<file path="config.mk">
export PLATFORM = sky130hd
export DESIGN_NAME = mod_counter
export DESIGN_NICKNAME = d
export VERILOG_FILES = /design/src/rtl/counter_pkg.sv /design/src/rtl/mod_counter_next.sv /design/src/rtl/mod_counter.sv
export SDC_FILE = /design/constraint.sdc
export NUM_CORES = 1
export LEC_CHECK = 0
export CAP_MARGIN = 40
export CORE_AREA = 4 4 41 43
export CTS_CLUSTER_DIAMETER = 30
export DETAILED_ROUTE_END_ITERATION = 6
export DIE_AREA = 0 0 45 47
export MAX_ROUTING_LAYER = met4
export PLACE_DENSITY = 0.57
export SKIP_CTS_REPAIR_TIMING = 1
export SLEW_MARGIN = 20
export SYNTH_ARGS = -nofsm -noshare
export SYNTH_HDL_FRONTEND = slang
export SYNTH_SLANG_ARGS = --single-unit
</file>
<file path="constraint.sdc">
create_clock -name clk -period 1.85 [get_ports clk]
set_input_delay 0.37 -clock clk [delete_from_list [all_inputs] [get_ports clk]]
set_output_delay 0.37 -clock clk [all_outputs]
set_load 0.005 [all_outputs]
</file>
<file path="src/rtl/counter_pkg.sv">
// Shared types and width limits for the modulo counter family.
// Optional saturate mode is enabled by defining COUNTER_SAT_EN.
package counter_pkg;

    typedef enum logic {
        DIR_DOWN = 1'b0,
        DIR_UP   = 1'b1
    } dir_t;

    localparam int COUNTER_MIN_WIDTH = 1;
    localparam int COUNTER_MAX_WIDTH = 16;

    // True when a WIDTH/MAX_VAL pair describes a buildable counter.
    function automatic bit counter_params_ok(input int width, input int max_val);
        bit ok;
        ok = (width >= COUNTER_MIN_WIDTH) && (width <= COUNTER_MAX_WIDTH);
        if (ok) begin
            ok = (max_val >= 1) && (max_val <= ((1 << width) - 1));
        end
        return ok;
    endfunction

endpackage

</file>
<file path="src/rtl/mod_counter_next.sv">
// Combinational next-count and wrap detection for mod_counter.
// Saturate-at-bound behaviour is compiled in only when COUNTER_SAT_EN is defined.
module mod_counter_next
    import counter_pkg::*;
#(
    parameter int WIDTH   = 3,
    parameter int MAX_VAL = (1 << WIDTH) - 1
) (
    input  logic [WIDTH-1:0] count,
    input  logic             up,
    input  logic             en,
    input  logic             load,
    input  logic [WIDTH-1:0] load_val,
`ifdef COUNTER_SAT_EN
    input  logic             sat,
`endif
    output logic [WIDTH-1:0] count_next,
    output logic             wrap_next
);

    localparam logic [WIDTH-1:0] MAX_C  = WIDTH'(MAX_VAL);
    localparam logic [WIDTH-1:0] ZERO_C = '0;
    localparam logic [WIDTH-1:0] ONE_C  = WIDTH'(1);

    dir_t dir;
    logic at_bound;
    logic hold_at_bound;

    assign dir      = dir_t'(up);
    assign at_bound = (dir == DIR_UP) ? (count == MAX_C) : (count == ZERO_C);

`ifdef COUNTER_SAT_EN
    assign hold_at_bound = sat;
`else
    assign hold_at_bound = 1'b0;
`endif

    always_comb begin
        count_next = count;
        wrap_next  = 1'b0;
        if (load) begin
            // Loads above the terminal value clamp, keeping count in range.
            count_next = (load_val > MAX_C) ? MAX_C : load_val;
        end else if (en) begin
            if (at_bound) begin
                if (!hold_at_bound) begin
                    count_next = (dir == DIR_UP) ? ZERO_C : MAX_C;
                    wrap_next  = 1'b1;
                end
            end else if (dir == DIR_UP) begin
                count_next = count + ONE_C;
            end else begin
                count_next = count - ONE_C;
            end
        end
    end

endmodule

</file>
<file path="src/rtl/mod_counter.sv">
// Up/down modulo counter with clamped load, registered wrap pulse and sticky overflow.
// Define COUNTER_SAT_EN to add the sat port (hold at bound instead of wrapping).
module mod_counter
    import counter_pkg::*;
#(
    parameter int WIDTH   = 3,
    parameter int MAX_VAL = (1 << WIDTH) - 1
) (
    input  logic             clk,
    input  logic             rst,
    input  logic             en,
    input  logic             up,
    input  logic             load,
    input  logic [WIDTH-1:0] load_val,
    input  logic             clr_ovf,
`ifdef COUNTER_SAT_EN
    input  logic             sat,
`endif
    output logic [WIDTH-1:0] count,
    output logic             wrap,
    output logic             ovf
);

    if (!counter_params_ok(WIDTH, MAX_VAL)) begin : g_param_check
        $error("mod_counter: illegal WIDTH=%0d / MAX_VAL=%0d", WIDTH, MAX_VAL);
    end

    logic [WIDTH-1:0] count_next;
    logic             wrap_next;

    mod_counter_next #(
        .WIDTH   (WIDTH),
        .MAX_VAL (MAX_VAL)
    ) u_next (
        .count      (count),
        .up         (up),
        .en         (en),
        .load       (load),
        .load_val   (load_val),
`ifdef COUNTER_SAT_EN
        .sat        (sat),
`endif
        .count_next (count_next),
        .wrap_next  (wrap_next)
    );

    // A wrap on the same edge as clr_ovf keeps the flag set.
    always_ff @(posedge clk) begin
        if (!rst) begin
            count <= '0;
            wrap  <= 1'b0;
            ovf   <= 1'b0;
        end else begin
            count <= count_next;
            wrap  <= wrap_next;
            ovf   <= wrap_next | (ovf & ~clr_ovf);
        end
    end

endmodule
</file>
== Yosys cells after proc, flatten, opt, wreduce, memory -nomap -nowiden ==
Cells that the tools add are included.
W data, S select, Z words.

* Equal/unequal tests: 1
* Add/sub/neg operators: 2
* Order comparisons: 1
* Reduce and logical (&&, ||, !) cells: 2
* Mux-type cells: 10
* Bitwise logic cells: 3

{| class="wikitable"
|+ Operators with widths
! operator !! number
|-
| $mux W3 || 6
|-
| $mux W1 || 4
|-
| $add A3 B1 Y3 const B || 1
|-
| $eq A3 B3 Y1 const B || 1
|-
| $gt A3 B3 Y1 const B || 1
|-
| $logic_not A3 Y1 || 1
|-
| $sub A3 B1 Y3 const B || 1
|-
| $reduce_bool A2 Y1 || 1
|-
| $and A1 B1 Y1 || 1
|-
| $not A1 Y1 || 1
|-
| $or A1 B1 Y1 || 1
|}

* Register bits after elaboration: 5
* Word-level logic and storage cells: 22
* Bits of input ports: 9
* Output and inout bits: 5

== Depth between registers and ports, before layout ==
* Depth after elaboration: 6
* Gate-level depth with buffers: 6
* Mapped depth without buffers: 6

== By module ==
From an unflattened synthesis, not the netlist that was laid out.

* Cell total of the unflattened synthesis: 40
* Area, all modules: 327.8 um2

{| class="wikitable"
|+ Modules (own cells, without submodules)
! module !! instances !! cells each !! area an instance (um2)
|-
| mod_counter_next || 1 || 29 || 181.4
|-
| mod_counter || 1 || 11 || 146.4
|}

== Worst setup path before layout ==
Ideal clock, no wire load.

* Path kind: flip-flop to flip-flop
* Start: register count[0]
* End: register count[1]
* Setup slack: 451 ps
* Buffers on the path: 0
* Arrival time: 1,276 ps
* Setup time: 123 ps
* Cell stages (with the launch flop): 5
* Period minus slack after synthesis: 1,399 ps
* Required time: 1,727 ps
* Cell sequence: dfxtp_1 > fa_1 > or2b_1 > o2111ai_1 > a21oi_1

* Cells in the longest elaborated chain, start to end: 5
* Elaborated cells on any way between the ends: 9
* Those cells by class: add/sub (2); eq/ne (1); mux (5); reduce/logical (1)

{| class="wikitable"
|+ Ends and longest elaborated chain
! what !! line !! text
|-
| from (decl) || mod_counter.sv:19 || <nowiki>output logic [WIDTH-1:0] count,</nowiki>
|-
| from (signal assigned) || mod_counter.sv:54 || <nowiki>count <= count_next;</nowiki>
|-
| $sub A3 B1 Y3 (tied with other cells) || mod_counter_next.sv:53 || <nowiki>count_next = count - ONE_C;</nowiki>
|-
| $mux W3 / $mux W1 (equally long branches) || mod_counter_next.sv:50, mod_counter_next.sv:30 ||
|-
| $mux W3 (*) || mod_counter_next.sv:45 || <nowiki>if (at_bound) begin</nowiki>
|-
| $mux W3 (*) || mod_counter_next.sv:44 || <nowiki>end else if (en) begin</nowiki>
|-
| $mux W3 (*) || mod_counter_next.sv:41 || <nowiki>if (load) begin</nowiki>
|}

Every way passes the cells marked *; elsewhere a longest branch is shown, timed or not. The select of a mux whose other input is x is not followed.
A chain may end at the register's enable or synchronous reset.

== Worst setup path after layout ==
* Start: input up
* End: register count[2]

* Cells in the longest elaborated chain, start to end: 4
* Elaborated cells on any way between the ends: 6
* Those cells by class: mux (6)

{| class="wikitable"
|+ Ends and longest elaborated chain
! what !! line !! text
|-
| from (decl) || mod_counter.sv:12 || <nowiki>input logic up,</nowiki>
|-
| $mux W3 (tied with other cells) || mod_counter_next.sv:50 || <nowiki>end else if (dir == DIR_UP) begin</nowiki>
|-
| $mux W3 (*) || mod_counter_next.sv:45 ||
|-
| $mux W3 (*) || mod_counter_next.sv:44 ||
|-
| $mux W3 (*) || mod_counter_next.sv:41 ||
|}

Marked as above.

==> flow_metrics.env <==
export IMPL_die_h_um=47
export IMPL_grt_use_total_pct=9.240
export IMPL_grt_pass1_vias=318
export IMPL_clkTransAtPathRegs_ns=0.04
export IMPL_place_gp_congestion=0.7516
export IMPL_cp_max_fo=4
export IMPL_drive_gt1_share_pct=10.53
export IMPL_drv_cap=0
export IMPL_fin_cells=72
export IMPL_postRouteAntennaNets=0
export IMPL_grt_max_degree=9
export IMPL_crit_start="up"
export IMPL_vias=332
export IMPL_cp_endpoint="count[2]"
export IMPL_status="finished, final reports clean"
export IMPL_fin_worst_skew_ns=0.009922
export IMPL_synth_seq_area_share_pct=33.20
export IMPL_critPathLaunchType="input pin"
export IMPL_routed_wl_um=834
export IMPL_dp_slack_ns=-0.1319
export IMPL_fmax_ghz=0.5851
export IMPL_required_ns=1.97
export IMPL_nets=68
export IMPL_antenna_cells=0
export IMPL_placed_cells=68
export IMPL_powerDensity_nw_per_um2=698.1
export IMPL_cts_root_buf="clkbuf_4"
export IMPL_first_iter_violations=0
export IMPL_maxSlewHeadroom_pct=81.67
export IMPL_cp_num_buf_inv=3
export IMPL_ys_types=20
export IMPL_final_common_cell="clkdlybuf4s50_1"
export IMPL_slowest_delay_ns=0.48
export IMPL_numCtsBuffers=3
export IMPL_syn_area_um2=301.5
export IMPL_worstSetupPathType="input pin to flip-flop"
export IMPL_multi_input_area_um2=178.9
export IMPL_path_depth=7
export IMPL_ctsHtreeMaxLevel=1
export IMPL_end_kind="flip-flop"
export IMPL_io_buffers=13
export IMPL_finalHoldViolCount=0
export IMPL_first_pass_iters=1
export IMPL_layout_min_cycle_time_ns=1.709
export IMPL_cp_top_family="buffers and inverters"
export IMPL_cpMostUsedCell="inv_1"
export IMPL_rsz0062_at_grt="no"
export IMPL_critPathSlowestCell="fa_1"
export IMPL_setup_slack_ns=0.1410
export IMPL_fin_crit_sh_pct=92.38
export IMPL_cts_sinks=5
export IMPL_power_mw=0.3380
export IMPL_syn_nets=49
export IMPL_cts_tree="yes"
export IMPL_synth_cells=39
export IMPL_synth_area_per_cell_um2=7.732
export IMPL_n_fill_cell=145
export IMPL_arrival_ns=1.83
export IMPL_wire_per_inst_um=11.58
export IMPL_reg2reg_depth=4
export IMPL_yosysWarnings=0
export IMPL_p_leak_nw=0.2037
export IMPL_rows=13
export IMPL_rrSetupSlack_ns=0.38
export IMPL_setup_violations=0
export IMPL_grt_pass1_wl_um=1324
export IMPL_via_per_inst=4.611
export IMPL_die_x_um=45
export IMPL_coreArea_um2=1301
export IMPL_seqCellArea_um2=100.1
export IMPL_area_growth_pct=60.58
export IMPL_finalMaxSlewViolations=0
export IMPL_route_detailed_drc=0
export IMPL_worstReg2RegStart="count[0]"
export IMPL_ios=14
export IMPL_clock_path_buffers=2
export IMPL_rr_endpoint="count[1]"
export IMPL_hold_class="flip-flop to flip-flop"
export IMPL_worstMarginPinSlew_ns=0.2746
export IMPL_overflow=0
export IMPL_synth_seq_cells=5
export IMPL_die_area_um2=2115
export IMPL_antenna_found_initial=0
export IMPL_insertion_delay_ns=0.25
export IMPL_dp_hpwl_um=625.8
export IMPL_start_util_pct=23.17
export IMPL_ir_drop_mv=0.3962
export IMPL_cp_cell_sequence="clkdlybuf4s50_1 -> inv_1 -> fa_1 -> inv_1 -> a21oi_1 -> a22oi_1 -> o22ai_1"
export IMPL_layout_common_cells="clkdlybuf4s50_1 (13), a21oi_1 (7), inv_1 (6)"
==> Yosys cell counts <==
master,count,area (um2)
nor3_1,1,5.000
nand2b_1,1,6.260
a21oi_1,7,35.03
and3_2,1,7.510
nand3_1,2,10.01
fa_1,1,20.02
o2111ai_1,1,8.760
o22ai_1,1,6.260
and2_2,1,7.510
nand2_1,2,7.510
a31oi_1,1,6.260
or4_1,1,7.510
a22oi_1,1,7.510
nand4_1,1,6.260
xor2_1,2,17.52
o21ai_0,1,5.000
or2b_1,1,7.510
nor2_1,2,7.510
dfxtp_1,5,100.1
inv_1,6,22.52
==> worst min path at each step <==
stage          start  end  cells after the start
6_report         ovf  ovf                      2
5_1_grt          ovf  ovf                      2
4_1_cts          ovf  ovf                      2
3_5_place_dp     ovf  ovf                      2
3_3_place_gp     ovf  ovf                      2
2_1_floorplan    ovf  ovf                      2
==> kinds of logic after synthesis <==
group,count (synthesis),share of synthesized area (%)
xor+xnor,2,5.810
simple gates,13,24.07
fa+ha+maj,1,6.639
flops,5,33.20
compound gates,12,22.82
buf+inv,6,7.468
==> registers in the layout (all words and copies together) (netlist names) <==
signal	cells
ovf	1
wrap	1
count	3
==> cell type report <==
cell class,instances,share of cell area (%)
multi-input combinational,28,36.95
timing repair buffer,14,28.42
sequential,5,20.67
clock buffer,4,5.426
inverter,6,4.651
tap,15,3.876
==> through the flow <==
stage	utilization [%]	hold WS [ns]	cell area (um2)	TNS [ns]
6_report	37.21	0.5197	484.2	0
5_1_grt	37.21	0.5864	484.2	0
4_1_cts	37.21	0.5306	484.2	0
3_5_place_dp	35.19	0.4903	457.9	-0.2239
3_3_place_gp	35.19	0.4770	457.9	-0.1886
2_1_floorplan	-	0.4805	301.5	0
==> tightest hold or removal path, delay by kind of cell, from the launching register on <==
kind | cells | cell delay [ns]
flip-flops | 1 | 0.33
AND/OR/NAND/NOR | 1 | 0.08
AO/OA/AOI/OAI | 1 | 0.06
==> where the power goes <==
group          switching, mW  internal [mW]  leakage [nW]
sequential            0.0115          0.115        0.0411
clock                 0.0526         0.0821        0.0150
combinational         0.0299         0.0473         0.148
==> routing by layer <==
metal / vias up / share of wire, % / track usage [%]
met3: 0 / 5.0 / 5.747
li1: 173 / - / -
met5: - / 0 / -
met2: 10 / 48 / 11.58
met4: 0 / 0 / 3.509
met1: 149 / 47 / 11.67
Note: power is estimated with default switching activity, not from simulation.
